File: config.mk
export PLATFORM = sky130hd
export DESIGN_NAME = oven_setpoint_ctrl
export DESIGN_NICKNAME = d
export VERILOG_FILES = /design/src/rtl/oven_setpoint_ctrl.sv
export SDC_FILE = /design/constraint.sdc
export NUM_CORES = 1
export LEC_CHECK = 0
export ABC_AREA = 0
export CAP_MARGIN = 20
export CELL_PAD_IN_SITES_DETAIL_PLACEMENT = 1
export CELL_PAD_IN_SITES_GLOBAL_PLACEMENT = 1
export CORE_MARGIN = 2
export CORE_UTILIZATION = 40
export CTS_CLUSTER_DIAMETER = 60
export DETAILED_ROUTE_END_ITERATION = 10
export MAX_ROUTING_LAYER = met4
export PLACE_DENSITY = 0.75
export SYNTH_ARGS = -nofsm -noshare
export SYNTH_HDL_FRONTEND = slang
export SYNTH_SLANG_ARGS = --single-unit
File: constraint.sdc
create_clock -name clk -period 3.46 [get_ports clk]
set_input_delay 0.346 -clock clk [delete_from_list [all_inputs] [get_ports clk]]
set_output_delay 0.346 -clock clk [all_outputs]
set_load 0.05 [all_outputs]
File: src/rtl/oven_setpoint_ctrl.sv
// ---------------------------------------------------------------------------
// oven_setpoint_ctrl
//
// Purpose:
//   Oven front-panel controller. Two active-low keys adjust a temperature
//   setpoint and a cook time. The step size comes from a one-hot step-select
//   switch. Pressing both keys together is a "confirm" that walks the state
//   machine IDLE -> SET_TEMP -> SET_TIME -> COOK -> DONE. While cooking, the
//   remaining time counts down once per TICK_DIV clock cycles, and the heater
//   output is asserted.
//
// Optional feature:
//   OVEN_KEY_REPEAT_EN - when defined, a single key held low auto-repeats.
//   It produces one extra press after REPEAT_DELAY cycles and then one more
//   every REPEAT_RATE cycles. Without the macro, each press produces exactly
//   one step and no repeat counter is built.
//
// Ports:
//   clk            in   single rising-edge clock
//   rst            in   synchronous active-high reset
//   pwr            in   oven power enable; low forces IDLE with defaults
//   key0           in   active-low decrement key
//   key1           in   active-low increment key
//   sw[5:0]        in   step select (one-hot in sw[4:0] with sw[5]=0)
//   target_temp    out  temperature setpoint           (TEMP_W bits, reg)
//   target_time    out  cook time setpoint in seconds  (TIME_W bits, reg)
//   remaining_time out  seconds left in the cook       (TIME_W bits, reg)
//   state          out  IDLE=0 SET_TEMP=1 SET_TIME=2 COOK=3 DONE=4 (reg)
//   heat_on        out  heater enable, high only in COOK (reg)
//   done           out  cook finished flag (reg)
// ---------------------------------------------------------------------------
module oven_setpoint_ctrl #(
    parameter int TEMP_W       = 10,
    parameter int TEMP_MIN     = 65,
    parameter int TEMP_MAX     = 500,
    parameter int TEMP_DEFAULT = 300,
    parameter int TIME_W       = 13,
    parameter int TIME_MAX     = 5999,
    parameter int TICK_DIV     = 50000000,
    parameter int REPEAT_DELAY = 25000000,
    parameter int REPEAT_RATE  = 5000000
) (
    input  logic              clk,
    input  logic              rst,
    input  logic              pwr,
    input  logic              key0,
    input  logic              key1,
    input  logic [5:0]        sw,
    output logic [TEMP_W-1:0] target_temp,
    output logic [TIME_W-1:0] target_time,
    output logic [TIME_W-1:0] remaining_time,
    output logic [2:0]        state,
    output logic              heat_on,
    output logic              done
);

    typedef enum logic [2:0] {
        IDLE     = 3'd0,
        SET_TEMP = 3'd1,
        SET_TIME = 3'd2,
        COOK     = 3'd3,
        DONE     = 3'd4
    } state_t;

    localparam logic [TEMP_W-1:0] TEMP_MIN_V = TEMP_W'(TEMP_MIN);
    localparam logic [TEMP_W-1:0] TEMP_MAX_V = TEMP_W'(TEMP_MAX);
    localparam logic [TEMP_W-1:0] TEMP_DEF_V = TEMP_W'(TEMP_DEFAULT);
    localparam logic [TIME_W-1:0] TIME_MAX_V = TIME_W'(TIME_MAX);

    localparam int                TICK_W    = (TICK_DIV > 1) ? $clog2(TICK_DIV) : 1;
    localparam logic [TICK_W-1:0] TICK_LAST = TICK_W'(TICK_DIV - 1);

    // Reject nonsensical timing parameters at elaboration time.
    if (TICK_DIV < 1 || REPEAT_DELAY < 1 || REPEAT_RATE < 1) begin : g_param_check
        $error("oven_setpoint_ctrl: TICK_DIV, REPEAT_DELAY and REPEAT_RATE must be >= 1");
    end

    // -----------------------------------------------------------------------
    // Step tables and saturating arithmetic
    // -----------------------------------------------------------------------
    function automatic logic [TEMP_W-1:0] temp_step(input logic [5:0] s);
        case (s)
            6'b000001: return TEMP_W'(5);
            6'b000010: return TEMP_W'(10);
            6'b000100: return TEMP_W'(25);
            6'b001000: return TEMP_W'(50);
            6'b010000: return TEMP_W'(100);
            default:   return '0;
        endcase
    endfunction

    function automatic logic [TIME_W-1:0] time_step(input logic [5:0] s);
        case (s)
            6'b000001: return TIME_W'(1);
            6'b000010: return TIME_W'(10);
            6'b000100: return TIME_W'(30);
            6'b001000: return TIME_W'(60);
            6'b010000: return TIME_W'(300);
            default:   return '0;
        endcase
    endfunction

    function automatic logic [TEMP_W-1:0] temp_up(input logic [TEMP_W-1:0] t,
                                                  input logic [TEMP_W-1:0] s);
        logic [TEMP_W:0] sum;
        sum = {1'b0, t} + {1'b0, s};
        if (sum > {1'b0, TEMP_MAX_V}) return TEMP_MAX_V;
        return sum[TEMP_W-1:0];
    endfunction

    function automatic logic [TEMP_W-1:0] temp_down(input logic [TEMP_W-1:0] t,
                                                    input logic [TEMP_W-1:0] s);
        logic signed [TEMP_W:0] diff;
        diff = signed'({1'b0, t}) - signed'({1'b0, s});
        if (diff < signed'({1'b0, TEMP_MIN_V})) return TEMP_MIN_V;
        return diff[TEMP_W-1:0];
    endfunction

    function automatic logic [TIME_W-1:0] time_up(input logic [TIME_W-1:0] t,
                                                  input logic [TIME_W-1:0] s);
        logic [TIME_W:0] sum;
        sum = {1'b0, t} + {1'b0, s};
        if (sum > {1'b0, TIME_MAX_V}) return TIME_MAX_V;
        return sum[TIME_W-1:0];
    endfunction

    function automatic logic [TIME_W-1:0] time_down(input logic [TIME_W-1:0] t,
                                                    input logic [TIME_W-1:0] s);
        logic signed [TIME_W:0] diff;
        diff = signed'({1'b0, t}) - signed'({1'b0, s});
        if (diff < 0) return '0;
        return diff[TIME_W-1:0];
    endfunction

    // -----------------------------------------------------------------------
    // Stage p0: key samples (current and previous), released = 1
    // -----------------------------------------------------------------------
    logic key0_s_p0, key1_s_p0;
    logic key0_d_p0, key1_d_p0;
    logic lock_p0;   // set by a confirm, held until both keys are released

    logic both_low, cfm_ev;
    logic key0_edge, key1_edge;
    logic inc_ev, dec_ev;

    assign both_low  = !key0_s_p0 && !key1_s_p0;
    assign cfm_ev    = both_low && !(!key0_d_p0 && !key1_d_p0);
    assign key0_edge = !key0_s_p0 && key0_d_p0 && key1_s_p0 && !lock_p0;
    assign key1_edge = !key1_s_p0 && key1_d_p0 && key0_s_p0 && !lock_p0;

`ifdef OVEN_KEY_REPEAT_EN
    localparam int RPT_W      = $clog2(REPEAT_DELAY + 1) + 1;
    // After a repeat fires, the count restarts so that the next fire lands
    // exactly REPEAT_RATE samples later.
    localparam int RPT_RELOAD = (REPEAT_RATE >= REPEAT_DELAY) ? 1
                                                              : (REPEAT_DELAY - REPEAT_RATE + 1);

    logic [RPT_W-1:0] rpt_cnt_p0;
    logic             key0_held, key1_held, rpt_fire;

    assign key0_held = !key0_s_p0 && key1_s_p0 && !lock_p0;
    assign key1_held = !key1_s_p0 && key0_s_p0 && !lock_p0;
    assign rpt_fire  = (key0_held || key1_held) && !(key0_edge || key1_edge)
                       && (rpt_cnt_p0 == RPT_W'(REPEAT_DELAY));

    // rpt_cnt equals the number of low samples since the press edge.
    always_ff @(posedge clk) begin
        if (rst) begin
            rpt_cnt_p0 <= '0;
        end else if (key0_held || key1_held) begin
            if (key0_edge || key1_edge) rpt_cnt_p0 <= RPT_W'(1);
            else if (rpt_fire)          rpt_cnt_p0 <= RPT_W'(RPT_RELOAD);
            else                        rpt_cnt_p0 <= rpt_cnt_p0 + RPT_W'(1);
        end else begin
            rpt_cnt_p0 <= '0;
        end
    end

    assign inc_ev = key1_edge || (rpt_fire && key1_held);
    assign dec_ev = key0_edge || (rpt_fire && key0_held);
`else
    assign inc_ev = key1_edge;
    assign dec_ev = key0_edge;
`endif

    // -----------------------------------------------------------------------
    // Stage p1: registered events with the step values captured alongside
    // -----------------------------------------------------------------------
    logic              inc_vld_p1, dec_vld_p1, cfm_vld_p1;
    logic [TEMP_W-1:0] temp_step_p1;
    logic [TIME_W-1:0] time_step_p1;

    always_ff @(posedge clk) begin
        if (rst) begin
            key0_s_p0  <= 1'b1;
            key1_s_p0  <= 1'b1;
            key0_d_p0  <= 1'b1;
            key1_d_p0  <= 1'b1;
            lock_p0    <= 1'b0;
            inc_vld_p1 <= 1'b0;
            dec_vld_p1 <= 1'b0;
            cfm_vld_p1 <= 1'b0;
        end else begin
            key0_s_p0  <= key0;
            key1_s_p0  <= key1;
            key0_d_p0  <= key0_s_p0;
            key1_d_p0  <= key1_s_p0;
            if (cfm_ev)
                lock_p0 <= 1'b1;
            else if (key0_s_p0 && key1_s_p0)
                lock_p0 <= 1'b0;
            inc_vld_p1 <= inc_ev;
            dec_vld_p1 <= dec_ev;
            cfm_vld_p1 <= cfm_ev;
        end
    end

    always_ff @(posedge clk) begin
        temp_step_p1 <= temp_step(sw);
        time_step_p1 <= time_step(sw);
    end

    // -----------------------------------------------------------------------
    // Stage p2: state machine, setpoints, cook timer
    // -----------------------------------------------------------------------
    state_t            fsm;
    logic [TICK_W-1:0] tick_cnt;

    always_ff @(posedge clk) begin
        if (rst || !pwr) begin
            fsm            <= IDLE;
            target_temp    <= TEMP_DEF_V;
            target_time    <= '0;
            remaining_time <= '0;
            heat_on        <= 1'b0;
            done           <= 1'b0;
            tick_cnt       <= '0;
        end else begin
            case (fsm)
                IDLE: begin
                    fsm <= SET_TEMP;
                end
                SET_TEMP: begin
                    if (cfm_vld_p1)
                        fsm <= SET_TIME;
                    else if (inc_vld_p1)
                        target_temp <= temp_up(target_temp, temp_step_p1);
                    else if (dec_vld_p1)
                        target_temp <= temp_down(target_temp, temp_step_p1);
                end
                SET_TIME: begin
                    if (cfm_vld_p1) begin
                        // A zero cook time cannot start; stay and keep editing.
                        if (target_time != '0) begin
                            fsm            <= COOK;
                            remaining_time <= target_time;
                            tick_cnt       <= '0;
                            heat_on        <= 1'b1;
                        end
                    end else if (inc_vld_p1) begin
                        target_time <= time_up(target_time, time_step_p1);
                    end else if (dec_vld_p1) begin
                        target_time <= time_down(target_time, time_step_p1);
                    end
                end
                COOK: begin
                    // Confirm aborts the cook and wins over a tick.
                    if (cfm_vld_p1) begin
                        fsm            <= SET_TEMP;
                        heat_on        <= 1'b0;
                        remaining_time <= '0;
                        tick_cnt       <= '0;
                    end else if (tick_cnt == TICK_LAST) begin
                        tick_cnt <= '0;
                        if (remaining_time <= TIME_W'(1)) begin
                            remaining_time <= '0;
                            fsm            <= DONE;
                            heat_on        <= 1'b0;
                            done           <= 1'b1;
                        end else begin
                            remaining_time <= remaining_time - TIME_W'(1);
                        end
                    end else begin
                        tick_cnt <= tick_cnt + TICK_W'(1);
                    end
                end
                DONE: begin
                    if (cfm_vld_p1) begin
                        fsm  <= SET_TEMP;
                        done <= 1'b0;
                    end
                end
                default: begin
                    fsm     <= IDLE;
                    heat_on <= 1'b0;
                    done    <= 1'b0;
                end
            endcase
        end
    end

    assign state = fsm;

endmodule

==> run metrics <==
status=complete, no violations; P_leak=2.515 nW; Most Frequent Cell on Critical Path=inv_1; setup slack, reg-to-reg=0.31 ns; CP Cell Sequence=inv_1 -> ha_1 -> inv_1 -> a221o_1 -> o31ai_1 -> o22ai_1 -> o32ai_1 -> o31ai_2 -> nor3_2 -> o221a_2; Req. time, crit path=3.75 ns; iteration-0 DRC count of the detailed router=347; commonest non-fill, non-tap cell in the layout=nor2_1; CP Capture Type=register; first-pass GRT wire length=31460 um; placed instance area=between 0.006 and 0.007 sq mm; final hold violation count=0; Layout area overhead=16.53%; post-cts resize count=0; sequential cell area fraction in the yosys report=0.2846; skew final=about 0.008 ns; Multi-input gate area=between 0.003 and 0.004 sq mm; crit start category=register; Mapped Area=0.005978 sq mm; cell count after synthesis=783; row count=44; Die Span Y=between 100 and 150 um; Post-DRT Antenna Nets=0; DP Wirelength=roughly 14000 um; # hold bufs at CTS=0; post-layout min period=3.154 ns; Reg area=between 0.0015 and 0.002 sq mm; Num CTS Buffers=9; Detailed Route WL=19080 um; R2R cell count=10; Synth Register Bits=85; fin nets=865; Worst R2R Start=temp_step_p1[4]; top_reg_cell synth=dfxtp_1; clk_lat worst skew=approximately 0.35 ns; IO Port Bufs=51; most frequent cells in the layout=92 x nor2_1, 85 x dfxtp_1, 53 x o21ai_0, 51 x nand2_1, 51 x clkdlybuf4s50_1; DRC violations left=0; Avg WL per Cell=18.92 um; Critical Path AT=3.45 ns; die area=0.01594 sq mm; peak supply drop=247.2 uV; slowest stage delay, CP=0.46 ns; worst setup path end=target_time[0]; Crit Path Max Fanout=8; Async SR Flop Fraction=0; diode count=0; number of max-cap violations=0; vias=about 6000; vias in the first global route=6131; CP Class=register to register; pins over their slew limit=0; yosys warns=0; Filler cells=1779; Slew @ Worst Pin=0.9129 ns; syn nets=829; Max Root-Sink Buffers=2; Reg clk slew, reported paths=0.07 ns; largest net degree at the start of global routing=31; initial antenna violation count=0; setup violators final=0; fin cells=1008; share of cells above drive strength 1=0.08617; slowest cell on the critical path=ha_1; Pre-Repair DR Iteration Count=5; CP startpoint=temp_step_p1[4]; RSZ-0062 raised after global routing=false; Unique masters post-synth=a little under 70; # Post-CTS Setup Buffers=0; final period utilization=0.9116; initial core utilization=0.4098; via density per instance=approximately 6; IO Pins=52; H-tree depth=3; GPL Wtd Cong=0.9332; core area=0.01459 sq mm; Fmax achieved=approximately 320 MHz; fin area=~0.007 sq mm; GRT Util Overall=0.2497; Slew HR=0.3828; Power Density=around 310 mW/mm^2; Avg Inst Size Synth=7.635 sq um; r2r endpoint=target_time[0]; Die Wd=126.3 um; CTS tree=yes; total gr overflow=0; EDFF count, synth=0; Root Driver=clkbuf_16; CTS sink count=85; setup tns final=0 ns; worst hold path class=register to register; # placed instances=slightly below 1000
-- cell families (layout without fill, tap and decap cells) --
group / count (synthesis) / in the layout / share of synthesized area
AOI/OAI and AO/OA: 214 / 214 / 0.2419
DFF: 85 / 85 / 0.2846
buffers and inverters: 88 / 129 / 0.05839
and+or+nand+nor: 315 / 315 / 0.2668
muxes: 2 / 2 / 0.005441
xor gates and xnor gates: 44 / 44 / 0.06446
adders and majority gates: 35 / 35 / 0.07828
-- worst min-delay path by stage --
stage,from,to,slack [ns],depth (start not counted)
4_1_cts,key1_d_p0,inc_vld_p1,0.45,2
2_1_floorplan,rst,lock_p0,0.42,1
3_3_place_gp,key1_d_p0,inc_vld_p1,0.43,2
5_1_grt,key1_d_p0,inc_vld_p1,0.47,2
3_5_place_dp,key1_d_p0,inc_vld_p1,0.44,2
6_report,key1_d_p0,inc_vld_p1,0.45,2
-- flip-flops by register name, summed over array words and instances, names as in the netlist, 3 cells and up --
name,flops
tick_cnt,26
target_time,13
temp_step_p1,6
state,3
remaining_time,13
target_temp,10
time_step_p1,4
-- cell type report --
type | instances | share of cell area
Clock buffer | 10 | 0.03430
Clock inverter | 6 | 0.007902
Inverter | 45 | 0.02425
Multi-Input combinational cell | 610 | 0.5647
Sequential cell | 85 | 0.2443
Tap cell | 184 | 0.03305
Timing Repair Buffer | 68 | 0.09159
-- metal layers --
layer  vias up  global-route usage  share of wire
met5         -                   -              0
met4         0             0.06981          0.026
met3        32             0.04588          0.031
met2       127              0.4238           0.49
met1      2974              0.3041           0.46
li1       2887                   -              -
-- synth_stat cells (all sizes together), types with 18 or more instances --
library cell  number  area share
nor2              93       0.059
o21ai             55       0.046
clkbuf            31       0.020
nand2             51       0.032
xnor2             31       0.045
a21oi             49       0.041
nand3             32       0.028
or2               18       0.019
nor3              29       0.025
dfxtp             85        0.28
inv               45       0.028
ha                31       0.065
-- metrics by stage --
stage               setup slack, ns  hold slack [ns]    util  power (mW)
floorplan                    0.3876           0.4184       -       1.131
global placement             0.4695           0.4298  0.4569       1.181
detailed placement           0.4004           0.4390  0.4569       1.189
CTS                          0.3743           0.4529  0.4770       2.165
global route                 0.1039           0.4726  0.4775       2.233
finish                       0.3059           0.4511  0.4775       2.148
-- critical path, delay by kind of cell (launching register included) --
kind | cells | cell delay, ns
simple gates | 1 | 0.31
buf+inv | 2 | 0.28
compound gates | 6 | 1.68
fa+ha+maj | 1 | 0.46
flops | 1 | 0.35
-- power by group --
| group | internal, mW | total [mW] | switching (mW) |
|---|---|---|---|
| Sequential | 0.985 | 0.993 | 0.00812 |
| Combinational | 0.0680 | 0.176 | 0.108 |
| Clock | 0.521 | 0.979 | 0.458 |
Note: power is estimated with default switching activity, not from simulation.
